## src/rtl/arbitro_envia_serial_if.sv

```systemverilog
// Handshake bundle between the two requesting control units, the serial
// transmitter and the arbiter that shares it.
interface arbitro_envia_serial_if;
    logic       envia_menu;
    logic [7:0] dados_menu;
    logic       envia_jogo;
    logic [7:0] dados_jogo;
    logic       tx_pronto;
    logic       tx_partida;
    logic [7:0] tx_dados;
    logic       fim_envia_menu;
    logic       fim_envia_jogo;
    logic       erro_tx;
    logic       ocupado;
    logic [2:0] db_estado;

    modport slave (
        input  envia_menu, dados_menu, envia_jogo, dados_jogo, tx_pronto,
        output tx_partida, tx_dados, fim_envia_menu, fim_envia_jogo,
        erro_tx, ocupado, db_estado
    );

    modport master (
        output envia_menu, dados_menu, envia_jogo, dados_jogo, tx_pronto,
        input  tx_partida, tx_dados, fim_envia_menu, fim_envia_jogo,
        erro_tx, ocupado, db_estado
    );
endinterface

```

## src/rtl/arbitro_envia_serial.sv

```systemverilog
// Round-robin arbiter sharing one serial transmitter between the menu and
// base-game control units, with timeout watchdog and inter-byte idle gap.
module arbitro_envia_serial #(
    parameter int unsigned GAP_CICLOS     = 4,
    parameter int unsigned TIMEOUT_CICLOS = 65535
) (
    input  logic                   clock_i,
    input  logic                   reset_n_i,
    arbitro_envia_serial_if.slave  bus
);
    localparam logic [15:0] TMO_ULT = 16'(TIMEOUT_CICLOS - 1);
    localparam logic [15:0] GAP_ULT = (GAP_CICLOS > 0) ? 16'(GAP_CICLOS - 1) : 16'd0;
    localparam logic        TEM_GAP = (GAP_CICLOS > 0);
    localparam logic        DONO_MENU = 1'b0;
    localparam logic        DONO_JOGO = 1'b1;

    typedef enum logic [2:0] {
        OCIOSO    = 3'd0,
        CONCEDE   = 3'd1,
        ESPERA_TX = 3'd2,
        FINALIZA  = 3'd3,
        INTERVALO = 3'd4
    } estado_t;

    estado_t     estado_q, estado_d;
    logic        pend_menu_q, pend_menu_d, pend_jogo_q, pend_jogo_d;
    logic [7:0]  buf_menu_q, buf_menu_d, buf_jogo_q, buf_jogo_d;
    logic        ultimo_q, ultimo_d, dono_q, dono_d;
    logic [15:0] tmo_cnt_q, tmo_cnt_d, gap_cnt_q, gap_cnt_d;
    logic        tx_partida_q, tx_partida_d;
    logic [7:0]  tx_dados_q, tx_dados_d;
    logic        fim_menu_q, fim_menu_d, fim_jogo_q, fim_jogo_d;
    logic        erro_tx_q, erro_tx_d, ocupado_q, ocupado_d;
    logic        grant_menu_s, grant_jogo_s;

    // Next-state, arbitration and request-latch logic; all outputs are precomputed here.
    always_comb begin
        estado_d     = estado_q;
        ultimo_d     = ultimo_q;
        dono_d       = dono_q;
        tmo_cnt_d    = tmo_cnt_q;
        gap_cnt_d    = gap_cnt_q;
        tx_dados_d   = tx_dados_q;
        tx_partida_d = 1'b0;
        fim_menu_d   = 1'b0;
        fim_jogo_d   = 1'b0;
        erro_tx_d    = 1'b0;
        grant_menu_s = 1'b0;
        grant_jogo_s = 1'b0;
        case (estado_q)
            OCIOSO: begin
                // On a tie the requester that was not served last wins.
                if (pend_menu_q && (!pend_jogo_q || (ultimo_q == DONO_JOGO))) begin
                    grant_menu_s = 1'b1;
                    estado_d     = CONCEDE;
                    tx_dados_d   = buf_menu_q;
                    dono_d       = DONO_MENU;
                    ultimo_d     = DONO_MENU;
                    tx_partida_d = 1'b1;
                end else if (pend_jogo_q) begin
                    grant_jogo_s = 1'b1;
                    estado_d     = CONCEDE;
                    tx_dados_d   = buf_jogo_q;
                    dono_d       = DONO_JOGO;
                    ultimo_d     = DONO_JOGO;
                    tx_partida_d = 1'b1;
                end else begin
                    estado_d = OCIOSO;
                end
            end
            CONCEDE: begin
                tmo_cnt_d = 16'd0;
                estado_d  = ESPERA_TX;
            end
            ESPERA_TX: begin
                tmo_cnt_d = tmo_cnt_q + 16'd1;
                if (bus.tx_pronto || (tmo_cnt_q == TMO_ULT)) begin
                    estado_d   = FINALIZA;
                    fim_menu_d = (dono_q == DONO_MENU);
                    fim_jogo_d = (dono_q == DONO_JOGO);
                    erro_tx_d  = !bus.tx_pronto;
                end else begin
                    estado_d = ESPERA_TX;
                end
            end
            FINALIZA: begin
                if (TEM_GAP) begin
                    estado_d  = INTERVALO;
                    gap_cnt_d = 16'd0;
                end else begin
                    estado_d = OCIOSO;
                end
            end
            INTERVALO: begin
                if (gap_cnt_q == GAP_ULT) begin
                    estado_d = OCIOSO;
                end else begin
                    gap_cnt_d = gap_cnt_q + 16'd1;
                end
            end
            default: estado_d = OCIOSO;
        endcase

        // A new request in the granting cycle re-arms the latch with fresh data.
        pend_menu_d = pend_menu_q;
        buf_menu_d  = buf_menu_q;
        if (bus.envia_menu && (!pend_menu_q || grant_menu_s)) begin
            pend_menu_d = 1'b1;
            buf_menu_d  = bus.dados_menu;
        end else if (grant_menu_s) begin
            pend_menu_d = 1'b0;
        end else begin
            pend_menu_d = pend_menu_q;
        end

        pend_jogo_d = pend_jogo_q;
        buf_jogo_d  = buf_jogo_q;
        if (bus.envia_jogo && (!pend_jogo_q || grant_jogo_s)) begin
            pend_jogo_d = 1'b1;
            buf_jogo_d  = bus.dados_jogo;
        end else if (grant_jogo_s) begin
            pend_jogo_d = 1'b0;
        end else begin
            pend_jogo_d = pend_jogo_q;
        end

        ocupado_d = (estado_d != OCIOSO) || pend_menu_d || pend_jogo_d;
    end

    // State, latches, counters and registered outputs.
    always_ff @(posedge clock_i or negedge reset_n_i) begin
        if (!reset_n_i) begin
            estado_q     <= OCIOSO;
            pend_menu_q  <= 1'b0;
            pend_jogo_q  <= 1'b0;
            buf_menu_q   <= 8'h00;
            buf_jogo_q   <= 8'h00;
            ultimo_q     <= DONO_JOGO;
            dono_q       <= DONO_MENU;
            tmo_cnt_q    <= 16'd0;
            gap_cnt_q    <= 16'd0;
            tx_partida_q <= 1'b0;
            tx_dados_q   <= 8'h00;
            fim_menu_q   <= 1'b0;
            fim_jogo_q   <= 1'b0;
            erro_tx_q    <= 1'b0;
            ocupado_q    <= 1'b0;
        end else begin
            estado_q     <= estado_d;
            pend_menu_q  <= pend_menu_d;
            pend_jogo_q  <= pend_jogo_d;
            buf_menu_q   <= buf_menu_d;
            buf_jogo_q   <= buf_jogo_d;
            ultimo_q     <= ultimo_d;
            dono_q       <= dono_d;
            tmo_cnt_q    <= tmo_cnt_d;
            gap_cnt_q    <= gap_cnt_d;
            tx_partida_q <= tx_partida_d;
            tx_dados_q   <= tx_dados_d;
            fim_menu_q   <= fim_menu_d;
            fim_jogo_q   <= fim_jogo_d;
            erro_tx_q    <= erro_tx_d;
            ocupado_q    <= ocupado_d;
        end
    end

    assign bus.tx_partida     = tx_partida_q;
    assign bus.tx_dados       = tx_dados_q;
    assign bus.fim_envia_menu = fim_menu_q;
    assign bus.fim_envia_jogo = fim_jogo_q;
    assign bus.erro_tx        = erro_tx_q;
    assign bus.ocupado        = ocupado_q;
    assign bus.db_estado      = estado_q;
endmodule

```

## src/flat_wrapper.sv

```systemverilog
// flat-port wrapper written by rule: the top's interface ports become plain ports
module arbitro_envia_serial_flat 
#(
    parameter int unsigned GAP_CICLOS     = 4,
    parameter int unsigned TIMEOUT_CICLOS = 65535
)
  (clock_i, reset_n_i, bus_envia_menu, bus_dados_menu, bus_envia_jogo, bus_dados_jogo, bus_tx_pronto, bus_tx_partida, bus_tx_dados, bus_fim_envia_menu, bus_fim_envia_jogo, bus_erro_tx, bus_ocupado, bus_db_estado);
  arbitro_envia_serial_if bus_i ();
  input  logic clock_i;
  input  logic reset_n_i;
  input wire logic [$bits(bus_i.envia_menu)-1:0] bus_envia_menu;
  input wire logic [$bits(bus_i.dados_menu)-1:0] bus_dados_menu;
  input wire logic [$bits(bus_i.envia_jogo)-1:0] bus_envia_jogo;
  input wire logic [$bits(bus_i.dados_jogo)-1:0] bus_dados_jogo;
  input wire logic [$bits(bus_i.tx_pronto)-1:0] bus_tx_pronto;
  output wire logic [$bits(bus_i.tx_partida)-1:0] bus_tx_partida;
  output wire logic [$bits(bus_i.tx_dados)-1:0] bus_tx_dados;
  output wire logic [$bits(bus_i.fim_envia_menu)-1:0] bus_fim_envia_menu;
  output wire logic [$bits(bus_i.fim_envia_jogo)-1:0] bus_fim_envia_jogo;
  output wire logic [$bits(bus_i.erro_tx)-1:0] bus_erro_tx;
  output wire logic [$bits(bus_i.ocupado)-1:0] bus_ocupado;
  output wire logic [$bits(bus_i.db_estado)-1:0] bus_db_estado;
  assign bus_i.envia_menu = bus_envia_menu;
  assign bus_i.dados_menu = bus_dados_menu;
  assign bus_i.envia_jogo = bus_envia_jogo;
  assign bus_i.dados_jogo = bus_dados_jogo;
  assign bus_i.tx_pronto = bus_tx_pronto;
  assign bus_tx_partida = bus_i.tx_partida;
  assign bus_tx_dados = bus_i.tx_dados;
  assign bus_fim_envia_menu = bus_i.fim_envia_menu;
  assign bus_fim_envia_jogo = bus_i.fim_envia_jogo;
  assign bus_erro_tx = bus_i.erro_tx;
  assign bus_ocupado = bus_i.ocupado;
  assign bus_db_estado = bus_i.db_estado;
  arbitro_envia_serial #(.GAP_CICLOS(GAP_CICLOS), .TIMEOUT_CICLOS(TIMEOUT_CICLOS)) u_core (.clock_i(clock_i), .reset_n_i(reset_n_i), .bus(bus_i));
endmodule
```

## config.mk

```make
export PLATFORM = sky130hd
export DESIGN_NAME = arbitro_envia_serial_flat
export DESIGN_NICKNAME = d
export VERILOG_FILES = /design/src/rtl/arbitro_envia_serial_if.sv /design/src/rtl/arbitro_envia_serial.sv /design/src/flat_wrapper.sv
export SDC_FILE = /design/constraint.sdc
export NUM_CORES = 1
export LEC_CHECK = 0
export BUFFER_PORTS_ARGS = -buffer_cell sky130_fd_sc_hd__buf_2
export CAP_MARGIN = 20
export CORE_MARGIN = 2
export CORE_UTILIZATION = 48
export CTS_CLUSTER_DIAMETER = 150
export DETAILED_ROUTE_END_ITERATION = 7
export HOLD_SLACK_MARGIN = 0.03
export PLACE_DENSITY = 0.75
export SYNTH_ARGS = -nofsm -noshare
export SYNTH_HDL_FRONTEND = slang
export SYNTH_SLANG_ARGS = --single-unit
```

## constraint.sdc

```tcl
create_clock -name clock_i -period 6.2 [get_ports clock_i]
set_clock_uncertainty 0.15 [all_clocks]
set_input_delay 1.24 -clock clock_i [delete_from_list [all_inputs] [get_ports clock_i]]
set_output_delay 1.24 -clock clock_i [all_outputs]
set_load 0.03 [all_outputs]
```

==> summary.txt <==
Detailed routing
  – Final WL: 6.74 mm
  – # DRC: 0
  – Vias post-DR: 2526
  – Routed Antenna Nets: 0
  – Starting DRT DRC Count: 203
  – Drt wl/cell: 15.6 um
  – Drt pass-1 iters: 4
  – DR vias/cell: 5.85

Place
  – Post-DP HPWL: 4.66 mm
  – GPL Wtd Cong: 0.887
  – Post-DP Area: 0.00350 sq mm
  – Number of port buffers: 36

Setup path
  – Critical path data arrival time: 1.27 ns
  – Critical path's slowest cell: dfrtp_1
  – CP max stage delay: 0.64 ns
  – Worst path bufs/invs: 1
  – Worst Path Required: 4.81 ns
  – Reg-to-reg startpoint: u_core.gap_cnt_q[0]
  – CP top delay family: flip-flops
  – CP Launch Point: u_core.bus.db_estado[0]
  – Crit-path cells: buf_2
  – Crit path kind: flip-flop to primary output
  – Critical path endpoint category: primary output
  – Worst Path Max Fanout: 13
  – Worst setup SP type: flip-flop

Clocking
  – Clock sinks: 68
  – Post-CTS setup buffers: 0
  – H-tree depth: 3
  – CTS Hold Bufs: 0
  – Clk_lat worst skew: 0.35 ns
  – CTS clk-pin slew, worst paths: 0.07 ns
  – Max Buffers Root-to-Sink: 2
  – Root Driver: clkbuf_8
  – # resized after CTS: 0
  – Num CTS Buffers: 9
  – CTS tree: done

STA
  – Final setup viols: 0
  – Worst Tran Pin Value: 0.842 ns
  – Slew HR: 0.439
  – Hold Fails Final Rpt: 0
  – Min Hold Slack: 0.295 ns
  – Fmax: 376 MHz
  – RSZ-0062 raised after global routing: false
  – Final period util: 0.429
  – Final slew viol count: 0
  – Period minus WS final: 2.66 ns
  – Final TNS setup: 0 ns

Global routing
  – Initial antenna violation count: 0
  – Total gr overflow: 0
  – Global-route wire length before repair: 11.5 mm
  – Vias in the first global route: 2455
  – GRT Util Overall: 0.197
  – Largest net degree at the start of global routing: 69

Power
  – Peak supply drop: 0.344 mV
  – Clock network power share: 0.205
  – Net Sw Frac: 0.400
  – Internal: 0.937 mW
  – Sequential share of power: 0.431
  – PD cells: 425 mW/mm^2
  – Switching power: 0.624 mW
  – Leakage power: 1.60 nW
  – Combinational power share: 0.364

Layout
  – Reg area: 0.00170 sq mm
  – Area of the multi-input gates: 0.00148 sq mm
  – Most frequent cells in the layout: dfrtp_1 (67), buf_2 (36), nor2_1 (24), nand2_1 (23), a21oi_1 (21)
  – Fillers: 592
  – Nets: 371
  – Final Cell Area: 0.00367 sq mm
  – Share of layout cells above drive strength 1: 0.207
  – Antenna fix cells: 0
  – Commonest non-fill, non-tap cell in the layout: dfrtp_1
  – Area growth syn-to-layout: 12.2%

Synth
  – Yosys reg bits: 68
  – Synth warnings: 0
  – Post-Syn Instances: 309
  – Post-synth ARST share: 1.00
  – Post-synth EDFFs: 0
  – Register area share after synthesis: 0.521
  – Syn Area/Cell: 10.6 sq um
  – Cell Area, Synth: 0.00327 sq mm
  – Prevailing post-synth register cell: dfrtp_1
  – Synth cell types: 50
  – Post-Syn Nets: 333

Floorplanning
  – Starting Density: 0.490
  – Die Height: 86.5 um
  – Die width: 86.5 um
  – Site Rows: 30
  – Total die area: 0.00749 sq mm
  – # IOs: 37
  – Core Box Area: 0.00668 sq mm

Worst hold path
  – Hold Path Class: flip-flop to flip-flop
  – HP Start: u_core.dono_q

Run
  – Maxcap violations: 0

Outcome
  – Status: complete, no violations
==> logic make-up after synthesis <==
family / count (synthesis) / synth area share
mux: 29 / 0.0953
flops: 68 / 0.521
buf+inv: 18 / 0.0264
simple gates: 123 / 0.213
compound gates: 62 / 0.117
xor+xnor: 6 / 0.0161
fa+ha+maj: 3 / 0.0115
==> area by class of cell <==
cell class | instances | share of cell area
well taps | 80 | 0.0273
clock buffers | 11 | 0.0385
multi-input cells | 223 | 0.404
flip-flops and latches | 68 | 0.464
repair buffers | 37 | 0.0511
clock inverters | 5 | 0.00750
inverters | 8 | 0.00818
==> power groups by stage <==
stage	registers (mW)	logic, mW	clock network (mW)
4_1_cts	0.673	0.577	0.327
5_1_grt	0.693	0.625	0.344
3_3_place_gp	0.675	0.555	0
6_report	0.673	0.568	0.319
3_5_place_dp	0.680	0.578	0
2_1_floorplan	0.719	0.385	0
==> stage by stage <==
stage	util	setup WS, ns	power, mW	instances
final	0.549	3.54	1.56	432
after global routing	0.549	3.45	1.66	432
after CTS	0.549	3.52	1.58	432
after detailed placement	0.524	3.69	1.26	416
after global placement	0.524	3.71	1.23	416
after floorplan	-	3.86	1.10	309
==> routing by layer <==
layer / vias to the layer above / global-route usage / part of all wire
met3: 10 / 0.0514 / 0.054
met2: 67 / 0.310 / 0.47
met5: - / 0 / 0
met1: 1227 / 0.269 / 0.46
met4: 0 / 0.0653 / 0.011
li1: 1222 / - / -
==> synthesized netlist by cell type (5+ instances only) <==
cell type	number	area, sq um
mux2i_1	12	120
o31ai_1	10	75.1
nor4_1	5	31.3
mux2_2	9	101
nand2_1	23	86.3
mux2_1	8	90.1
a21oi_1	21	105
nand3_1	11	55.1
inv_1	8	30.0
dfrtp_1	67	1680
or4_1	11	82.6
and4_1	5	43.8
nand4_1	11	68.8
clkbuf_1	5	18.8
o21ai_0	14	70.1
nor2_1	24	90.1
a31oi_1	5	31.3
nor3_1	6	30.0
==> state kept, by name, summed over array words and instances, names as in the netlist, 3 cells and up <==
name	flops
u_core.gap_cnt_q	16
u_core.buf_menu_q	8
u_core.bus.db_estado	3
u_core.tmo_cnt_q	16
u_core.buf_jogo_q	8
u_core.bus.tx_dados	8
==> final timing paths <==
check / to / slack [ns] / cells after the start
min in group asynchronous: u_core.tmo_cnt_q[1] / 0.91 / 2
worst max register to register: u_core.bus.ocupado / 3.85 / 5
worst max-delay path: bus_db_estado[0] / 3.54 / 1
worst min-delay path: u_core.bus.fim_envia_menu / 0.29 / 1
worst min register to register: u_core.bus.fim_envia_menu / 0.29 / 1
max in group asynchronous: u_core.buf_menu_q[0] / 4.41 / 2
Power figures use the tool's default switching activity.
